<file path="src/rtl/dmtd_meas_ctrl.sv">
// DMTD beat-period measurement controller.
// Debounces the mixer beat, then averages 2^AVG_LOG2 beat periods and high
// times. A per-period timeout guards against a dead beat. The result is held
// on a valid/ready handshake until the consumer accepts it.
module dmtd_meas_ctrl #(
  parameter int CNT_W       = 24,
  parameter int AVG_LOG2    = 2,
  parameter int GLITCH_CYC  = 4,
  parameter int TIMEOUT_CYC = 1 << 20
) (
  input  logic             clk,
  input  logic             rst,
  input  logic             start,
  input  logic             beat_in,
  input  logic             result_ready,
  output logic             busy,
  output logic             result_valid,
  output logic [CNT_W-1:0] period_avg,
  output logic [CNT_W-1:0] high_avg,
  output logic             timeout_err
);

  localparam int ACC_W = CNT_W + AVG_LOG2;
  localparam int RUN_W = $clog2(GLITCH_CYC + 1);
  localparam int IDX_W = AVG_LOG2 + 1;

  localparam logic [CNT_W-1:0] TIMEOUT_LIM = CNT_W'(TIMEOUT_CYC);
  localparam logic [RUN_W-1:0] RUN_LAST    = RUN_W'(GLITCH_CYC - 1);
  localparam logic [IDX_W-1:0] IDX_LAST    = IDX_W'((1 << AVG_LOG2) - 1);
  localparam logic [CNT_W-1:0] ONE         = CNT_W'(1);

  typedef enum logic [2:0] {
    S_IDLE,
    S_SYNC,
    S_WAIT_RISE,
    S_MEASURE,
    S_HOLD
  } state_e;

  state_e             state_q, state_d;
  logic               filt_q, filt_d;
  logic [RUN_W-1:0]   run_q, run_d;
  logic [CNT_W-1:0]   period_q, period_d;
  logic [CNT_W-1:0]   high_q, high_d;
  logic [ACC_W-1:0]   sum_p_q, sum_p_d;
  logic [ACC_W-1:0]   sum_h_q, sum_h_d;
  logic [IDX_W-1:0]   idx_q, idx_d;
  logic               valid_q, valid_d;
  logic               err_q, err_d;
  logic [CNT_W-1:0]   pavg_q, pavg_d;
  logic [CNT_W-1:0]   havg_q, havg_d;

  logic               rise_f;
  logic               timed_out;
  logic [ACC_W-1:0]   sum_p_next;
  logic [ACC_W-1:0]   sum_h_next;

  // Glitch filter: follow beat_in only after GLITCH_CYC consecutive differing samples.
  always_comb begin
    // NOTE: every combinational output gets a default first so no path leaves it unassigned (no latch).
    filt_d = filt_q;
    run_d  = '0;
    if (beat_in != filt_q) begin
      if (run_q == RUN_LAST) filt_d = beat_in;
      else                   run_d  = run_q + RUN_W'(1);
    end
  end

  // The filtered rise is the cycle in which filt is about to go from 0 to 1.
  assign rise_f     = ~filt_q & filt_d;
  // period_q doubles as the age counter of the current wait or period.
  assign timed_out  = (period_q >= TIMEOUT_LIM);
  assign sum_p_next = sum_p_q + ACC_W'(period_q);
  assign sum_h_next = sum_h_q + ACC_W'(high_q);

  // Measurement sequencing: next state, counters, accumulators and result fields.
  always_comb begin
    state_d  = state_q;
    period_d = period_q;
    high_d   = high_q;
    sum_p_d  = sum_p_q;
    sum_h_d  = sum_h_q;
    idx_d    = idx_q;
    valid_d  = valid_q;
    err_d    = err_q;
    pavg_d   = pavg_q;
    havg_d   = havg_q;

    unique case (state_q)
      S_IDLE: begin
        if (start) begin
          state_d  = S_SYNC;
          period_d = ONE;
          high_d   = '0;
          sum_p_d  = '0;
          sum_h_d  = '0;
          idx_d    = '0;
          valid_d  = 1'b0;
          err_d    = 1'b0;
          pavg_d   = '0;
          havg_d   = '0;
        end
      end
      S_SYNC, S_WAIT_RISE, S_MEASURE: begin
        if (timed_out) begin
          // Expiry outranks any rise seen in the same cycle.
          state_d = S_HOLD;
          valid_d = 1'b1;
          err_d   = 1'b1;
          pavg_d  = '0;
          havg_d  = '0;
        end else if (state_q == S_SYNC) begin
          // Wait for a low beat so the first measured period is complete.
          if (!filt_q) begin
            state_d  = S_WAIT_RISE;
            period_d = ONE;
          end else begin
            period_d = period_q + ONE;
          end
        end else if (rise_f) begin
          state_d  = S_MEASURE;
          period_d = ONE;
          high_d   = '0;
          if (state_q == S_MEASURE) begin
            sum_p_d = sum_p_next;
            sum_h_d = sum_h_next;
            idx_d   = idx_q + IDX_W'(1);
            if (idx_q == IDX_LAST) begin
              state_d = S_HOLD;
              valid_d = 1'b1;
              pavg_d  = CNT_W'(sum_p_next >> AVG_LOG2);
              havg_d  = CNT_W'(sum_h_next >> AVG_LOG2);
            end
          end
        end else begin
          period_d = period_q + ONE;
          if (state_q == S_MEASURE) high_d = high_q + CNT_W'(filt_q);
        end
      end
      S_HOLD: begin
        if (valid_q && result_ready) begin
          state_d = S_IDLE;
          valid_d = 1'b0;
        end
      end
      default: state_d = S_IDLE;
    endcase
  end

  // State and datapath registers with synchronous active-low reset.
  always_ff @(posedge clk) begin
    // NOTE: sequential state uses non-blocking assignments so all registers update together.
    if (!rst) begin
      state_q  <= S_IDLE;
      filt_q   <= 1'b0;
      run_q    <= '0;
      period_q <= '0;
      high_q   <= '0;
      sum_p_q  <= '0;
      sum_h_q  <= '0;
      idx_q    <= '0;
      valid_q  <= 1'b0;
      err_q    <= 1'b0;
      pavg_q   <= '0;
      havg_q   <= '0;
    end else begin
      state_q  <= state_d;
      filt_q   <= filt_d;
      run_q    <= run_d;
      period_q <= period_d;
      high_q   <= high_d;
      sum_p_q  <= sum_p_d;
      sum_h_q  <= sum_h_d;
      idx_q    <= idx_d;
      valid_q  <= valid_d;
      err_q    <= err_d;
      pavg_q   <= pavg_d;
      havg_q   <= havg_d;
    end
  end

  assign busy         = (state_q != S_IDLE);
  assign result_valid = valid_q;
  assign timeout_err  = err_q;
  assign period_avg   = pavg_q;
  assign high_avg     = havg_q;

endmodule
</file>
<file path="config.mk">
export PLATFORM = sky130hd
export DESIGN_NAME = dmtd_meas_ctrl
export DESIGN_NICKNAME = d
export VERILOG_FILES = /design/src/rtl/dmtd_meas_ctrl.sv
export SDC_FILE = /design/constraint.sdc
export NUM_CORES = 1
export LEC_CHECK = 0
export CORE_ASPECT_RATIO = 1.5
export CORE_MARGIN = 3
export CORE_UTILIZATION = 50
export CTS_CLUSTER_SIZE = 20
export DETAILED_ROUTE_END_ITERATION = 10
export HOLD_SLACK_MARGIN = 0.15
export PLACE_DENSITY_LB_ADDON = 0.1
export SLEW_MARGIN = 20
export SYNTH_ARGS = -nofsm -noshare
export SYNTH_HDL_FRONTEND = slang
export SYNTH_SLANG_ARGS = --single-unit
</file>
<file path="constraint.sdc">
create_clock -name clk -period 5.4 [get_ports clk]
set_input_delay 1.08 -clock clk [delete_from_list [all_inputs] [get_ports clk]]
set_output_delay 1.08 -clock clk [all_outputs]
set_load 0.01 [all_outputs]
</file>
Word-level counts from Yosys, hierarchy flattened
Index checks and enable logic that the tools add are counted.

Logic and storage cells: 120. Latch bits: 0. Memories kept: 0. Register bits: 160. RAM bits: 0. Input port bits: 5. Output and inout bits: 51. ROM bits: 0.

$mul: 0. Mux-type cells: 62. Bitwise operators: 4. Magnitude comparators: 1. Reductions and logical operators: 14. Add/sub/neg operators: 6. Shifts and indexed selects: 0. Div/mod/pow operators: 0. Eq/ne operators: 21.

Operators with widths (number): 24-bit two-way mux (20); 26-bit two-way mux (9); 24-bit one-hot mux with 2 select lines (4); 26-bit one-hot mux with 2 select lines (2); 26-bit by 24-bit adder with 26-bit output (2); 3-bit two-way mux (13); 24-bit by 1-bit adder with 24-bit output (1); 24-bit by 1-bit adder with 24-bit output (second input constant) (1); 24-bit by 21-bit greater-or-equal comparator with 1-bit output (second input constant) (1); 3-bit inequality test (second input constant) (5); 2-bit inequality test (second input constant) (7); 3-bit by 2-bit equality test with 1-bit output (second input constant) (4); 6-bit AND reduction (2); 1-bit two-way mux (10); 3-bit one-hot mux with 3 select lines (1); 4-bit inequality test (second input constant) (2); 7-bit AND reduction (1); 3-bit by 1-bit adder with 3-bit output (second input constant) (2); 3-bit one-hot mux with 2 select lines (1); 3-bit AND reduction (2); 3-bit nonzero test (2); 3-bit OR reduction (2); 5-bit AND reduction (1); 4-bit AND reduction (1); 10 further kinds (12).

Longest topological paths before layout
Word-level depth: 8. Depth in mapped cells: 12. Mapped depth without buffers: 10.

Worst setup path after synthesis
No wires, ideal clock.

Kind: input to register. Start: input port beat_in. End: register havg_q[17] (netlist: high_avg[17]). Stages: 9. Arrival time: 2610 ps. Path slack: 2673 ps. Required time: 5283 ps. Path buffers: 3. Path through: nand3b_1 or2_1 a21o_1 a21o_1 buf_2 and2_1 clkbuf_1 buf_2 a22o_1.

Word-level cells in the longest chain between the ends: 5. Elaborated cells on any way between the ends: 6.

Ends and longest elaborated chain: start: declaration (line 14) `input logic beat_in,`; 1-bit two-way mux or 1-bit inequality test (tied branches) (line 64, 63); 1-bit two-way mux * (line 63) `if (beat_in != filt_q) begin`; 1-bit AND * (line 70) `assign rise_f = ~filt_q & filt_d;`; 3-bit inequality test (no source line) *; 6-bit AND reduction (no source line) *; end signal: assignment (line 178) `havg_q <= havg_d;`; end: declaration (line 51) `logic [CNT_W-1:0] havg_q, havg_d;`.

Mark *: on every way between the ends. The rest lies on a longest branch, timed or not. A chain may end at the register's enable or synchronous reset.

Final worst setup path
Start: input port beat_in. End: register havg_q[16] (netlist: high_avg[16]).

Same word-level chain as after synthesis.

==> impl_summary.md <==
Run status
The run finished with clean final reports.

Route
The routed wire length is 22.31 mm. The post-route DRC violation count is 0. The detailed router finished its first iteration with between 400 and 500 violations. In the final routed layout, each cell accounts on average for 17.37 um. The routed layout has 7455 vias. The number of detailed-routing iterations run before antenna repair is 5. In the routed layout, each cell is associated on average with a via count of 5.806. The remaining number of nets flagged by the antenna check after routing is 0.

STA
After layout, the minimum clock period comes to 3.598 ns. The worst clock skew is 0.01100 ns. The post-route worst setup slack is 1.802 ns. The achievable frequency is approximately 280 MHz. Measured against its own limit, the worst slew margin works out to 0.3242. The smallest hold slack is 0.4231 ns. Adding up every negative setup slack in the final design gives 0 ns. The share of the clock period used by the worst path after layout is 0.6664. The transition at the pin with the smallest max-transition slack is 1.010 ns. The hold violation total from the final report is 0. Setup violations remaining at the end of the flow were counted as 0. The final max-slew violation count was 0. Setup repair after global routing left no endpoint under its margin.

CTS
The cts-stage hold buffer count is 0. The largest buffer count on any clock path is 2. The TritonCTS buffer count is 17. TritonCTS built the clock tree.

Gates resized during post-CTS repair numbered 0. The cell sitting at the root of the clock tree is a clkbuf_16. The number of setup buffers added after CTS is 0. The clock latency at the later pin of the worst-skew pair is roughly 0.43 ns. In this run the number of H-tree levels came out at 4. After clock tree synthesis, the clock-pin slew on the worst setup and hold paths is 0.07 ns. Clock tree synthesis found a total of 160 sinks.

Worst setup path
In this run the worst setup path begins at beat_in. The required time of the critical path is slightly below 6 ns. The source of the worst register-to-register timing path is period_q[20]. The arrival time at the worst endpoint is around 4 ns. The worst setup path is launched from an input port.

The worst setup path is captured at a flip-flop. The setup path with the least slack is of type input port to flip-flop. In this run the worst path has a maximum fanout of 26.

Synthesis
Counting every instance in the synthesized netlist gives between 1000 and 1500. The share of async-settable or async-resettable flops after synthesis is 0. The Yosys step of the flow raised 0 warnings. The proportion of synthesized chip area in sequential cells is 0.3664. Dividing the synthesized area by the synthesized cell count gives 8.495 um2. In this run, synthesis produced a sequential element count of 160. The number of flops mapped to enable cells by yosys is 0. The main flop type after synthesis is dfxtp_1. The number of nets in the synthesized netlist is 1092. Counting distinct cell types in the post-synthesis netlist gives 73. The cell area that synthesis handed to floorplanning was 8741 um2.

Pwr
The static leakage is 3.955 nW. The largest vdd supply drop is roughly 150 uV. In this run the power density over the cells is roughly 270 nW/um2.

Floorplanning
The floorplan has 58 rows. During I/O placement, the number of pins put on the boundary was 56. The die extent in y is around 170 um. The initial standard-cell utilization of the core is 0.5147.

In this run the horizontal extent of the chip is 114.0 um. The overall die area is 19140 um2. The floorplan step defined a core boundary enclosing 16980 um2.

Final layout
The sequential standard cell area is ~3200 um2. The multi-input gate area in the final layout is approximately 5300 um2. The relative area change from synthesis to final layout is 14.13%. The number of antenna diodes in the final layout is 0. For this run, the post-layout net count is 1124. The fill cell total of the finished layout is 1610. In the final layout, the share of cells above drive strength 1 is 0.05680.

Worst hold path
The startpoint identified for the worst hold timing path is run_q[0]. The worst hold path belongs to the class flip-flop to flip-flop.

Placement
Routability-driven placement finished with a final weighted congestion of between 0.9 and 1. Once detailed placement completed, the half-perimeter wirelength came to 16.26 mm. Timing analysis after detailed placement gives a worst setup slack of 1.381 ns. The number of buffers inserted by port buffering is 55.

Global route
Entering global routing, the biggest net connects 54 pins. The total overflow left after global routing is 0. The total routing usage reported by global routing is 0.2391. The number of global-route vias before repair is 7376. The first global-routing pass estimated about 37 mm of wire.

The initial antenna violation count was 0.

Flow run
The tool flagged a number of max-cap violations equal to 0.
cell type report:
| class | count | area share |
|---|---|---|
| Multi-Input combinational cell | 801 | 0.5284 |
| Sequential cell | 160 | 0.3211 |
| Timing Repair Buffer | 63 | 0.06070 |
| Clock buffer | 17 | 0.04264 |
| Tap cell | 210 | 0.02634 |
| Clock inverter | 15 | 0.01405 |
| Inverter | 18 | 0.006773 |
logic make-up (layout without fill, tap and decap cells):
| kind of cell | count (synthesis) | after routing | synth area share |
|---|---|---|---|
| adders and majority gates | 58 | 58 | 0.08474 |
| DFF | 160 | 160 | 0.3664 |
| muxes | 3 | 3 | 0.003579 |
| and+or+nand+nor | 371 | 371 | 0.2111 |
| buffers and inverters | 68 | 113 | 0.03106 |
| xor gates and xnor gates | 76 | 76 | 0.07615 |
| AOI/OAI and AO/OA | 293 | 293 | 0.2269 |
flip-flops by register name (all words and copies together), names as in the netlist:
| name | cells |
|---|---|
| timeout_err | 1 |
| sum_p_q | 26 |
| sum_h_q | 26 |
| high_q | 24 |
| period_q | 24 |
| state_q | 3 |
| period_avg | 24 |
| filt_q | 1 |
| result_valid | 1 |
| run_q | 3 |
| idx_q | 3 |
| high_avg | 24 |
placed cells by master, fill, tap and decap left out, types with 22 or more instances in the layout:
master,synthesis,layout
a22o_1,37,37
xor2_1,46,46
nor2b_1,25,25
nand2_1,105,105
o21ai_0,40,39
a21o_1,22,22
ha_1,56,56
clkdlybuf4s50_1,0,54
nor2_1,95,95
xnor2_1,30,30
a22oi_1,26,26
a21oi_1,89,89
nand3_1,41,41
dfxtp_1,160,160
synth_stat cells, types with 6 or more instances:
master | n | area, um2
dfxtp_1 | 160 | 3203
nand2_1 | 105 | 394.1
nor2_1 | 95 | 356.6
a21oi_1 | 89 | 445.4
ha_1 | 56 | 700.7
xor2_1 | 46 | 402.9
nand3_1 | 41 | 205.2
o21ai_0 | 40 | 200.2
clkbuf_1 | 38 | 142.6
a22o_1 | 37 | 324.1
xnor2_1 | 30 | 262.8
a22oi_1 | 26 | 195.2
nor2b_1 | 25 | 156.4
a21o_1 | 22 | 165.2
inv_1 | 17 | 63.81
nand4_1 | 16 | 100.1
and3_1 | 14 | 87.58
a31oi_1 | 12 | 75.07
and2_1 | 11 | 68.82
nor3_1 | 10 | 50.05
o21bai_1 | 8 | 60.06
or3_1 | 8 | 50.05
a211oi_1 | 7 | 52.55
and4_1 | 7 | 61.31
nand3b_1 | 7 | 52.55
buf_2 | 6 | 30.03
metal layers:
layer | wire length, um | vias to the layer above | share of wire | GRT usage
met5 | 0 | - | 0 | 0
met4 | 441 | 0 | 0.020 | 0.07235
met3 | 569 | 35 | 0.026 | 0.03632
met2 | 11370 | 112 | 0.51 | 0.4169
met1 | 9931 | 3522 | 0.45 | 0.3019
li1 | - | 3786 | - | -
critical path, stage by stage:
cell and delay, ns:
clkdlybuf4s50_1 0.49, nand3b_1 0.15, or2_1 0.22, a21o_1 0.17, a21o_1 0.69, and2_1 0.90
a22o_1 0.27
final timing paths:
| check | end | slack, ns | depth (start not counted) |
|---|---|---|---|
| worst min register to register | run_q[0] | 0.42 | 1 |
| worst min-delay path | run_q[0] | 0.42 | 1 |
| worst max-delay path | high_avg[16] | 1.80 | 7 |
| worst max register to register | high_avg[16] | 2.19 | 5 |
power breakdown:
part | internal (mW) | switching [mW]
Clock | 0.613 | 0.557
Sequential | 1.19 | 0.0181
Combinational | 0.0824 | 0.265
through the flow:
| stage | util | area (um2) | instances | power, mW |
|---|---|---|---|---|
| 2_1_floorplan | - | 8741 | 1029 | 1.473 |
| 3_3_place_gp | 0.5542 | 9410 | 1252 | 1.579 |
| 3_5_place_dp | 0.5542 | 9410 | 1252 | 1.581 |
| 4_1_cts | 0.5875 | 9976 | 1284 | 2.746 |
| 5_1_grt | 0.5875 | 9976 | 1284 | 2.836 |
| 6_report | 0.5875 | 9976 | 1284 | 2.726 |
Note: power is estimated with default switching activity, not from simulation.
